**config.mk**
```make
export PLATFORM = sky130hd
export DESIGN_NAME = hpdcache_flush_walker
export DESIGN_NICKNAME = d
export VERILOG_FILES = /design/src/rtl/hpdcache_flush_walker_pkg.sv /design/src/rtl/hpdcache_prio_1hot_encoder.sv /design/src/rtl/hpdcache_flush_walker.sv
export SDC_FILE = /design/constraint.sdc
export NUM_CORES = 1
export LEC_CHECK = 0
export ABC_AREA = 1
export CORE_MARGIN = 5
export CORE_UTILIZATION = 42
export CTS_BUF_LIST = sky130_fd_sc_hd__clkbuf_4
export DETAILED_ROUTE_END_ITERATION = 6
export GPL_ROUTABILITY_DRIVEN = 0
export HOLD_SLACK_MARGIN = 0.03
export MAX_ROUTING_LAYER = met4
export PLACE_DENSITY = 0.89
export SKIP_CTS_REPAIR_TIMING = 1
export SYNTH_ARGS = -nofsm -noshare
export SYNTH_HDL_FRONTEND = slang
export SYNTH_HIERARCHICAL = 1
export SYNTH_SLANG_ARGS = --single-unit
```
**constraint.sdc**
```tcl
create_clock -name clk_i -period 1.3 [get_ports clk_i]
set_clock_uncertainty 0.2 [all_clocks]
set_input_delay 0.26 -clock clk_i [delete_from_list [all_inputs] [get_ports clk_i]]
set_output_delay 0.26 -clock clk_i [all_outputs]
set_load 0.01 [all_outputs]
```
**src/rtl/hpdcache_flush_walker_pkg.sv**
```systemverilog
// Shared configuration for the flush-all walker slice: the cache geometry
// record consumed by the walker and a helper for the cacheline index width.
package hpdcache_flush_walker_pkg;

    typedef struct packed {
        struct packed {
            int unsigned sets;
            int unsigned ways;
        } u;
        int unsigned setWidth;
        int unsigned tagWidth;
    } hpdcache_cfg_t;

    // Geometry used when the instantiating controller does not override it.
    localparam hpdcache_cfg_t HPDCACHE_DEFAULT_CFG = '{
        u:        '{sets: 64, ways: 4},
        setWidth: 6,
        tagWidth: 8
    };

    // A cacheline index is the tag concatenated above the set index.
    function automatic int unsigned hpdcacheNlineWidth(input hpdcache_cfg_t cfg);
        return cfg.setWidth + cfg.tagWidth;
    endfunction

endpackage

```
**src/rtl/hpdcache_prio_1hot_encoder.sv**
```systemverilog
// Priority one-hot encoder: keeps only the lowest set bit of the input
// vector, so the walker always services the lowest-numbered pending way.
module hpdcache_prio_1hot_encoder
    import hpdcache_flush_walker_pkg::*;
#(
    parameter int unsigned N = 4
) (
    input  logic [N-1:0] i_val,
    output logic [N-1:0] o_val
);

    // Two's complement trick: x & -x isolates the least significant one.
    always_comb begin
        o_val = i_val & (~i_val + N'(1));
    end

endmodule

```
**src/rtl/hpdcache_flush_walker.sv**
```systemverilog
// Flush-all sequencer: walks every directory set, hands each valid dirty
// line to the flush controller and clears its dirty bit, then waits for the
// flush controller to drain before pulsing completion.
module hpdcache_flush_walker
    import hpdcache_flush_walker_pkg::*;
#(
    parameter hpdcache_cfg_t HPDcacheCfg = HPDCACHE_DEFAULT_CFG,
    parameter type hpdcache_nline_t      = logic [hpdcacheNlineWidth(HPDcacheCfg)-1:0],
    parameter type hpdcache_set_t        = logic [HPDcacheCfg.setWidth-1:0],
    parameter type hpdcache_tag_t        = logic [HPDcacheCfg.tagWidth-1:0],
    parameter type hpdcache_way_vector_t = logic [HPDcacheCfg.u.ways-1:0]
) (
    input  logic                 clk_i,
    input  logic                 rst_ni,

    input  logic                 start_i,
    output logic                 start_ready_o,
    output logic                 busy_o,
    output logic                 done_o,

    output logic                 dir_req_o,
    input  logic                 dir_gnt_i,
    output logic                 dir_rd_o,
    output hpdcache_set_t        dir_set_o,
    input  hpdcache_way_vector_t dir_rd_valid_i,
    input  hpdcache_way_vector_t dir_rd_dirty_i,
    input  logic [HPDcacheCfg.u.ways*HPDcacheCfg.tagWidth-1:0] dir_rd_tag_i,
    output logic                 dir_clean_o,
    output hpdcache_way_vector_t dir_clean_way_o,

    output logic                 flush_alloc_o,
    input  logic                 flush_alloc_ready_i,
    output hpdcache_nline_t      flush_alloc_nline_o,
    output hpdcache_way_vector_t flush_alloc_way_o,
    input  logic                 flush_empty_i
);

    localparam int Ways = int'(HPDcacheCfg.u.ways);
    localparam int TagW = int'(HPDcacheCfg.tagWidth);
    localparam int Sets = int'(HPDcacheCfg.u.sets);

    // The walk stops after this set; the set counter never wraps.
    localparam hpdcache_set_t LastSet = hpdcache_set_t'(Sets - 1);

    typedef enum logic [2:0] {
        IDLE,
        READ,
        LATCH,
        SCAN,
        DRAIN
    } state_e;

    state_e                      r_state;
    state_e                      w_stateNext;

    hpdcache_set_t               r_setQ;
    hpdcache_way_vector_t        r_maskQ;
    logic [Ways*TagW-1:0]        r_tagsQ;

    hpdcache_way_vector_t        w_waySel;
    hpdcache_tag_t               w_selTag;
    logic                        w_setClear;
    logic                        w_setInc;
    logic                        w_latch;
    logic                        w_wayDone;

    hpdcache_prio_1hot_encoder #(
        .N (Ways)
    ) u_waySelect (
        .i_val (r_maskQ),
        .o_val (w_waySel)
    );

    // Pick the tag of the selected way out of the latched tag vector.
    always_comb begin
        w_selTag = '0;
        for (int w = 0; w < Ways; w++) begin
            if (w_waySel[w]) begin
                w_selTag = w_selTag | r_tagsQ[w*TagW +: TagW];
            end
        end
    end

    // State register; reset abandons any partial walk without completion.
    always_ff @(posedge clk_i or negedge rst_ni) begin
        if (!rst_ni) begin
            r_state <= IDLE;
        end else begin
            r_state <= w_stateNext;
        end
    end

    // Next-state and handshake decode for the walk.
    always_comb begin
        w_stateNext   = r_state;
        start_ready_o = 1'b0;
        busy_o        = 1'b1;
        done_o        = 1'b0;
        dir_req_o     = 1'b0;
        dir_rd_o      = 1'b0;
        dir_clean_o   = 1'b0;
        flush_alloc_o = 1'b0;
        w_setClear    = 1'b0;
        w_setInc      = 1'b0;
        w_latch       = 1'b0;
        w_wayDone     = 1'b0;

        unique case (r_state)
            IDLE: begin
                start_ready_o = 1'b1;
                busy_o        = 1'b0;
                if (start_i) begin
                    w_setClear  = 1'b1;
                    w_stateNext = READ;
                end
            end

            READ: begin
                dir_req_o = 1'b1;
                dir_rd_o  = 1'b1;
                if (dir_gnt_i) begin
                    w_stateNext = LATCH;
                end
            end

            LATCH: begin
                w_latch     = 1'b1;
                w_stateNext = SCAN;
            end

            SCAN: begin
                if (r_maskQ != '0) begin
                    // The alloc and the dirty-bit clean complete together,
                    // and both need the directory port.
                    dir_req_o     = 1'b1;
                    flush_alloc_o = dir_gnt_i;
                    if (dir_gnt_i && flush_alloc_ready_i) begin
                        dir_clean_o = 1'b1;
                        w_wayDone   = 1'b1;
                    end
                end else if (r_setQ == LastSet) begin
                    w_stateNext = DRAIN;
                end else begin
                    w_setInc    = 1'b1;
                    w_stateNext = READ;
                end
            end

            DRAIN: begin
                if (flush_empty_i) begin
                    done_o      = 1'b1;
                    w_stateNext = IDLE;
                end
            end

            default: begin
                w_stateNext = IDLE;
            end
        endcase
    end

    // Set counter, pending-way mask and latched tags of the current set.
    always_ff @(posedge clk_i or negedge rst_ni) begin
        if (!rst_ni) begin
            r_setQ  <= '0;
            r_maskQ <= '0;
            r_tagsQ <= '0;
        end else begin
            if (w_setClear) begin
                r_setQ <= '0;
            end else if (w_setInc) begin
                r_setQ <= r_setQ + hpdcache_set_t'(1);
            end

            if (w_latch) begin
                r_maskQ <= dir_rd_valid_i & dir_rd_dirty_i;
                r_tagsQ <= dir_rd_tag_i;
            end else if (w_wayDone) begin
                r_maskQ <= r_maskQ & ~w_waySel;
            end
        end
    end

    assign dir_set_o           = r_setQ;
    assign dir_clean_way_o     = dir_clean_o ? w_waySel : '0;
    assign flush_alloc_way_o   = w_waySel;
    assign flush_alloc_nline_o = {w_selTag, r_setQ};

endmodule

```
==> results of run 1 <==
## worst max-delay path, stage by stage, from the launching register on
cell and delay (ns):
dfrtp_2 0.47, inv_2 0.08, nand2_4 0.10, nor2_4 0.16, buf_6 0.14, buf_6 0.10, nand2_2 0.03, nand4_1 0.07
buf_2 0.14
## routing by layer
metal	GRT usage [%]	up-vias	wire length (microns)
li1	-	1253	-
met1	21.2	1325	3170
met2	33.1	109	4480
met3	4.12	23	504
met4	5.32	0	269
met5	-	-	0
## sequential cells by signal, summed over array words and instances (netlist names)
signal	count
r_maskQ	4
r_state	3
dir_set_o	6
r_tagsQ	32
## path summary, 6_finish.rpt
path                                  startpoint                      to  slack [ns]  cells past startpoint
max in group asynchronous                 rst_ni              r_state[1]        0.47                      3
worst min register to register       r_tagsQ[11]             r_tagsQ[11]        0.30                      2
min in group clk_i              dir_rd_tag_i[13]             r_tagsQ[13]        0.23                      3
worst max register to register        r_state[2]              r_tagsQ[5]       -0.49                     10
worst max-delay path                  r_maskQ[0]  flush_alloc_nline_o[8]       -0.81                      8
worst min-delay path                      rst_ni             r_tagsQ[31]        0.19                      3
## layout make-up
type / instances / area, sq um
Timing Repair Buffer: 157 / 1460
Fill cell: 375 / 1210
Clock inverter: 2 / 10.0
Inverter: 22 / 95.1
Tap cell: 72 / 90.1
Clock buffer: 6 / 45.0
Sequential cell: 45 / 1130
Multi-Input combinational cell: 227 / 1400
## kinds of logic after synthesis
group / Yosys count
adders and majority gates: 1
and+or+nand+nor: 220
xor gates and xnor gates: 3
AOI/OAI and AO/OA: 1
buffers and inverters: 41
DFF: 45
## cell usage after synthesis
master / instances / share of area, %
and2_2: 1 / 0.32
buf_2: 4 / 0.86
buf_4: 8 / 2.6
buf_6: 3 / 1.5
clkbuf_1: 4 / 0.65
dfrtp_1: 45 / 48
ha_1: 1 / 0.54
inv_1: 19 / 3.1
inv_2: 3 / 0.48
nand2_1: 160 / 26
nand2_2: 4 / 1.1
nand3_1: 24 / 5.2
nand3_2: 1 / 0.43
nand4_1: 14 / 3.8
nor2_1: 11 / 1.8
nor2_2: 1 / 0.27
nor2_4: 2 / 0.97
nor3_2: 1 / 0.43
nor4_1: 1 / 0.27
o21ai_2: 1 / 0.38
xor2_1: 3 / 1.1
## through the flow
step | cell area [sq um] | cells | setup TNS [ns] | setup WS (ns) | hold WS (ns)
after floorplan | 2410 | 311 | -3.51 | -0.215 | -0.236
after global placement | 3460 | 483 | -26.04 | -0.820 | 0.0543
after detailed placement | 3460 | 483 | -28.65 | -0.843 | 0.0582
after CTS | 3510 | 491 | -43.47 | -1.21 | -0.340
after global routing | 4230 | 531 | -41.39 | -0.885 | 0.232
final | 4230 | 531 | -36.67 | -0.810 | 0.187
## where the power goes
part	switching [mW]	internal, mW	leakage (nW)
logic	2.76	2.57	1.64
clock network	0.458	0.228	0.0354
registers	0.419	2.01	0.557
==> flow_metrics.py, run 1 <==
metrics = {
    "clocking": {
        "numCtsBuffers": 5,
        "clk_pin_slew_worst_paths_ns": 0.13,
        "cts_tree": "done",
        "clock_path_buffers": 2,
        "clk_latency_ns": 0.36,
        "h-tree-depth": 2,
        "cts.sink_count": 45,
        "cts_root_buf": "clkbuf_4",
    },
    "routing": {
        "drc_errors": 0,
        "num_vias": 2710,
        "drt_wl_total_mm": 8.43,
        "drtIter0Drc": 139,
        "dr.pass1.iters": 4,
        "ant_nets": 0,
        "wl_per_cell_microns": 15.9,
        "vias_per_cell": 5.10,
    },
    "setup_path": {
        "crit_path_start_kind": "flip-flop",
        "end_kind": "output port",
        "worstPathRequired_ns": 0.84,
        "arrival_ns": 1.65,
        "worstPathMaxFanout": 5,
        "worstSetupPathType": "reg -> out",
    },
    "pwr": {
        "leakage_nw": 2.23,
        "p_per_area_nw_per_um2": 2000,
        "ir_drop_uv": 1150,
        "power.total_mw": 8.44,
    },
    "synthesis": {
        "yosysUniqueCellTypes": 21,
        "netlist_instances": 311,
        "ys_seq_area_share_pct": 48.5,
        "ys_ff_latch": 45,
        "synthSimpleGateAreaFrac_pct": 40.4,
        "synth_area_sq_um": 2320,
        "synth_xor_area_share_pct": 1.13,
        "synthAdderAreaFrac_pct": 0.539,
        "syn_nets": 358,
        "avgSynthCellArea_sq_um": 7.47,
        "synth_compound_area_share_pct": 0.377,
        "synth_top_family_by_area": "simple AND/OR/NAND/NOR gates",
        "yosysWarnings": 6,
        "synthMuxAreaShare_pct": 0,
    },
    "outcome": {
        "status": "finished with violations",
        "violations": "negative setup slack",
    },
    "final_layout": {
        "most-common-layout-cells": "101 x nand2_1, 47 x buf_4, 45 x nand2_2",
        "diodes": 0,
        "drive_gt1_share_pct": 49.7,
        "fin_nets": 505,
        "layout_commonest_cell": "nand2_1",
        "postLayoutCoreUtil_pct": 77.7,
        "area_growth_pct": 82.1,
    },
    "grt": {
        "grt_pass1_vias": 2436,
        "grt_max_degree": 46,
        "grt_first_pass_wirelength_mm": 10.7,
        "antenna_found_initial": 0,
        "gr-usage-all-layers_pct": 18.7,
        "grt-ovfl-total": 0,
    },
    "placement": {
        "hpwl_mm": 4.95,
        "port_buffers": 80,
    },
    "floorplanning": {
        "fp.dieH_microns": 84.4,
        "die_x_microns": 84.4,
        "fp-row-count": 27,
        "dieArea_sq_um": 7120,
        "core_sq_um": 5440,
        "ios": 81,
        "initial_core_util_pct": 42.7,
    },
    "timing": {
        "fin_crit_sh_pct": 162,
        "setup_viol": 80,
        "slew_headroom_pct": 83.3,
        "max_freq_mhz": 474,
        "fin_crit_ns": 2.11,
        "slew_violations": 0,
        "hold_viol": 0,
        "setup_ws_ns": -0.810,
        "rsz0062_at_grt": "yes",
        "tightestPinTransition_ns": 0.250,
    },
    "run": {
        "drv_cap": 0,
    },
    "hold_path": {
        "hold_path.class": "in -> async",
    },
}
Power figures use the tool's default switching activity.
==> inputs of run 2 (changes only) <==
--- a/config.mk
+++ b/config.mk
@@ -13,9 +13,8 @@
 export GPL_ROUTABILITY_DRIVEN = 0
 export HOLD_SLACK_MARGIN = 0.03
 export MAX_ROUTING_LAYER = met4
-export PLACE_DENSITY = 0.89
+export PLACE_DENSITY = 0.9
 export SKIP_CTS_REPAIR_TIMING = 1
 export SYNTH_ARGS = -nofsm -noshare
 export SYNTH_HDL_FRONTEND = slang
-export SYNTH_HIERARCHICAL = 1
 export SYNTH_SLANG_ARGS = --single-unit
==> run 2 against run 1 <==
The run still ends with negative setup slack left; count of clock-buffer cells in the layout is the same; power grew 6.8%; register-to-register slack is essentially flat; highest routed layer unchanged.
==> flow_metrics.py, run 2 <==
metrics = {
    "placement": {
        "dpl.cell_count": 494,
        "hpwl_mm": 4.89,
        "port_buffers": 80,
    },
    "synthesis": {
        "synth.most_common_cell": "nand2_1",
        "yosysWarnings": 0,
        "syn_nets": 355,
        "yosysUniqueCellTypes": 25,
        "synth-edff-count": 0,
        "yosysTopAreaCell": "dfrtp_1",
        "synth_area_sq_um": 2270,
        "netlist_instances": 308,
        "synth_common_cells": "165 x nand2_1, 45 x dfrtp_1, 24 x nand3_1",
        "async_flop_share_pct": 100,
        "avgSynthCellArea_sq_um": 7.39,
        "ys_seq_area_share_pct": 49.5,
        "synthTopCellsByArea": "dfrtp_1 50%, nand2_1 27%, nand3_1 5.3%",
        "ys_ff_latch": 45,
        "synth_flop_cell": "dfrtp_1",
        "yosysTopAreaCellShare_pct": 49.5,
    },
    "final_layout": {
        "final_cells": 542,
        "fin_nets": 518,
        "multiInputGateArea_sq_um": 1240,
        "most-common-layout-cells": "136 x nand2_1, 59 x buf_4, 44 x clkdlybuf4s50_1",
        "layout_commonest_cell": "nand2_1",
        "drive_gt1_share_pct": 41.3,
        "fill_cells": 262,
        "diodes": 0,
        "largest_register": "r_tagsQ",
        "seq_area_sq_um": 1130,
        "largest_reg_flops": 32,
        "area_growth_pct": 84.9,
    },
    "timing": {
        "setup_ws_ns": -0.960,
        "hold_viol": 0,
        "slew_headroom_pct": 82.3,
        "fin_crit_sh_pct": 174,
        "max_freq_mhz": 442,
        "setup_viol": 80,
        "fin_setup_tns_ns": -37.36,
        "tightestPinTransition_ns": 0.265,
        "slew_violations": 0,
        "rsz0062_at_grt": "yes",
        "fin_crit_ns": 2.26,
    },
    "setup_path": {
        "worstPathMaxFanout": 4,
        "crit_path_start_kind": "flip-flop",
        "worstSetupPathType": "reg -> out",
        "arrival_ns": 1.80,
        "end_kind": "output port",
        "worstPathRequired_ns": 0.84,
    },
    "hold_path": {
        "hold_path.class": "in -> async",
    },
    "pwr": {
        "p_clk_share_pct": 7.8,
        "p_comb_share_pct": 64.8,
        "p_per_area_nw_per_um2": 2140,
        "p_int_mw": 5.06,
        "leakage_nw": 2.25,
        "ir_drop_uv": 1240,
        "switchingPower_mw": 3.94,
        "seqPwrFrac_pct": 27.4,
        "switching_share_pct": 43.8,
    },
    "grt": {
        "grt_first_pass_wirelength_mm": 10.9,
        "grt-ovfl-total": 0,
        "grt_pass1_vias": 2378,
        "gr-usage-all-layers_pct": 19.5,
        "grt_max_degree": 46,
        "antenna_found_initial": 0,
    },
    "floorplanning": {
        "dieArea_sq_um": 6990,
        "die_x_microns": 83.6,
        "fp-row-count": 26,
        "initial_core_util_pct": 44.0,
        "core_sq_um": 5170,
        "fp.dieH_microns": 83.6,
        "ios": 81,
    },
    "routing": {
        "drt_wl_total_mm": 9.69,
        "num_vias": 2868,
        "drc_errors": 0,
        "vias_per_cell": 5.29,
        "dr.pass1.iters": 5,
        "wl_per_cell_microns": 17.9,
        "ant_nets": 0,
        "drtIter0Drc": 265,
    },
    "outcome": {
        "status": "finished with violations",
        "violations": "negative setup slack",
    },
    "clocking": {
        "cts_root_buf": "clkbuf_4",
        "numCtsBuffers": 5,
        "cts.sink_count": 45,
        "cts_tree": "done",
        "clock_path_buffers": 2,
        "h-tree-depth": 2,
        "clk_pin_slew_worst_paths_ns": 0.13,
        "clk_latency_ns": 0.38,
    },
    "run": {
        "drv_cap": 0,
    },
}
==> run 2: cell count changes in the layout (fill, tap and decap cells not counted), moves of 8 or more <==
cell,delta
nand2_1,+35
nand2_4,-13
buf_6,-8
nand2_2,-21
buf_4,+12
==> run 2: critical path, stage by stage, from the launching register on <==
cell and delay, ns:
dfrtp_1 0.45, nor2_4 0.18, buf_6 0.13, nand3_4 0.11, clkinvlp_4 0.15, buf_6 0.10, nand2_2 0.05, nand4_1 0.10
buf_2 0.15
==> run 2: routing by layer <==
metal | track usage [%] | vias to the layer above | share of wire [%]
met5 | - | - | 0
met2 | 33.5 | 195 | 50
met4 | 6.73 | 0 | 3.9
li1 | - | 1275 | -
met3 | 2.57 | 38 | 7.3
met1 | 23.5 | 1360 | 38
==> run 2: final timing paths <==
path / start / slack (ns) / to / depth (start not counted)
max: r_maskQ[0] / -0.96 / flush_alloc_nline_o[9] / 8
min in group clk_i: dir_rd_tag_i[0] / 0.20 / r_tagsQ[0] / 3
min reg2reg: r_tagsQ[4] / 0.30 / r_tagsQ[4] / 2
min: rst_ni / 0.18 / dir_set_o[0] / 3
max in group asynchronous: rst_ni / 0.49 / r_tagsQ[6] / 3
max reg2reg: r_state[0] / -0.48 / r_tagsQ[25] / 9
==> run 2: power by group through the flow <==
stage,Sequential [mW],Combinational [mW],Clock (mW)
after floorplan,2.33,2.04,0
after global placement,2.34,3.91,0
after detailed placement,2.37,4.04,0
after CTS,2.35,4.06,0.705
after global routing,2.51,6.20,0.757
final,2.47,5.84,0.706
==> run 2: cell type report <==
| class | count | share of cell area, % |
|---|---|---|
| repair inverters | 1 | 0.178 |
| clock buffers | 6 | 1.07 |
| inverters | 18 | 2.20 |
| multi-input cells | 230 | 29.5 |
| clock inverters | 2 | 0.357 |
| well taps | 70 | 2.08 |
| flip-flops and latches | 45 | 26.8 |
| repair buffers | 170 | 37.8 |
==> run 2: cells by family after synthesis <==
| kind of cell | synth area share [%] |
|---|---|
| XOR/XNOR | 1.16 |
| flip-flops | 49.5 |
| AO/OA/AOI/OAI | 1.43 |
| AND/OR/NAND/NOR | 39.9 |
| buffers and inverters | 7.48 |
| adder cells (fa/ha/maj) | 0.550 |
==> run 2: stage by stage <==
stage	hold slack [ns]	instance area, sq um	setup WS, ns	util, %	power (mW)
3_5_place_dp	0.0548	3550	-0.858	68.6	6.41
2_1_floorplan	-0.236	2350	-0.154	-	4.37
4_1_cts	-0.343	3610	-1.19	69.7	7.12
6_report	0.181	4210	-0.960	81.3	9.01
3_3_place_gp	0.0508	3550	-0.835	68.6	6.25
5_1_grt	0.195	4210	-1.03	81.3	9.47
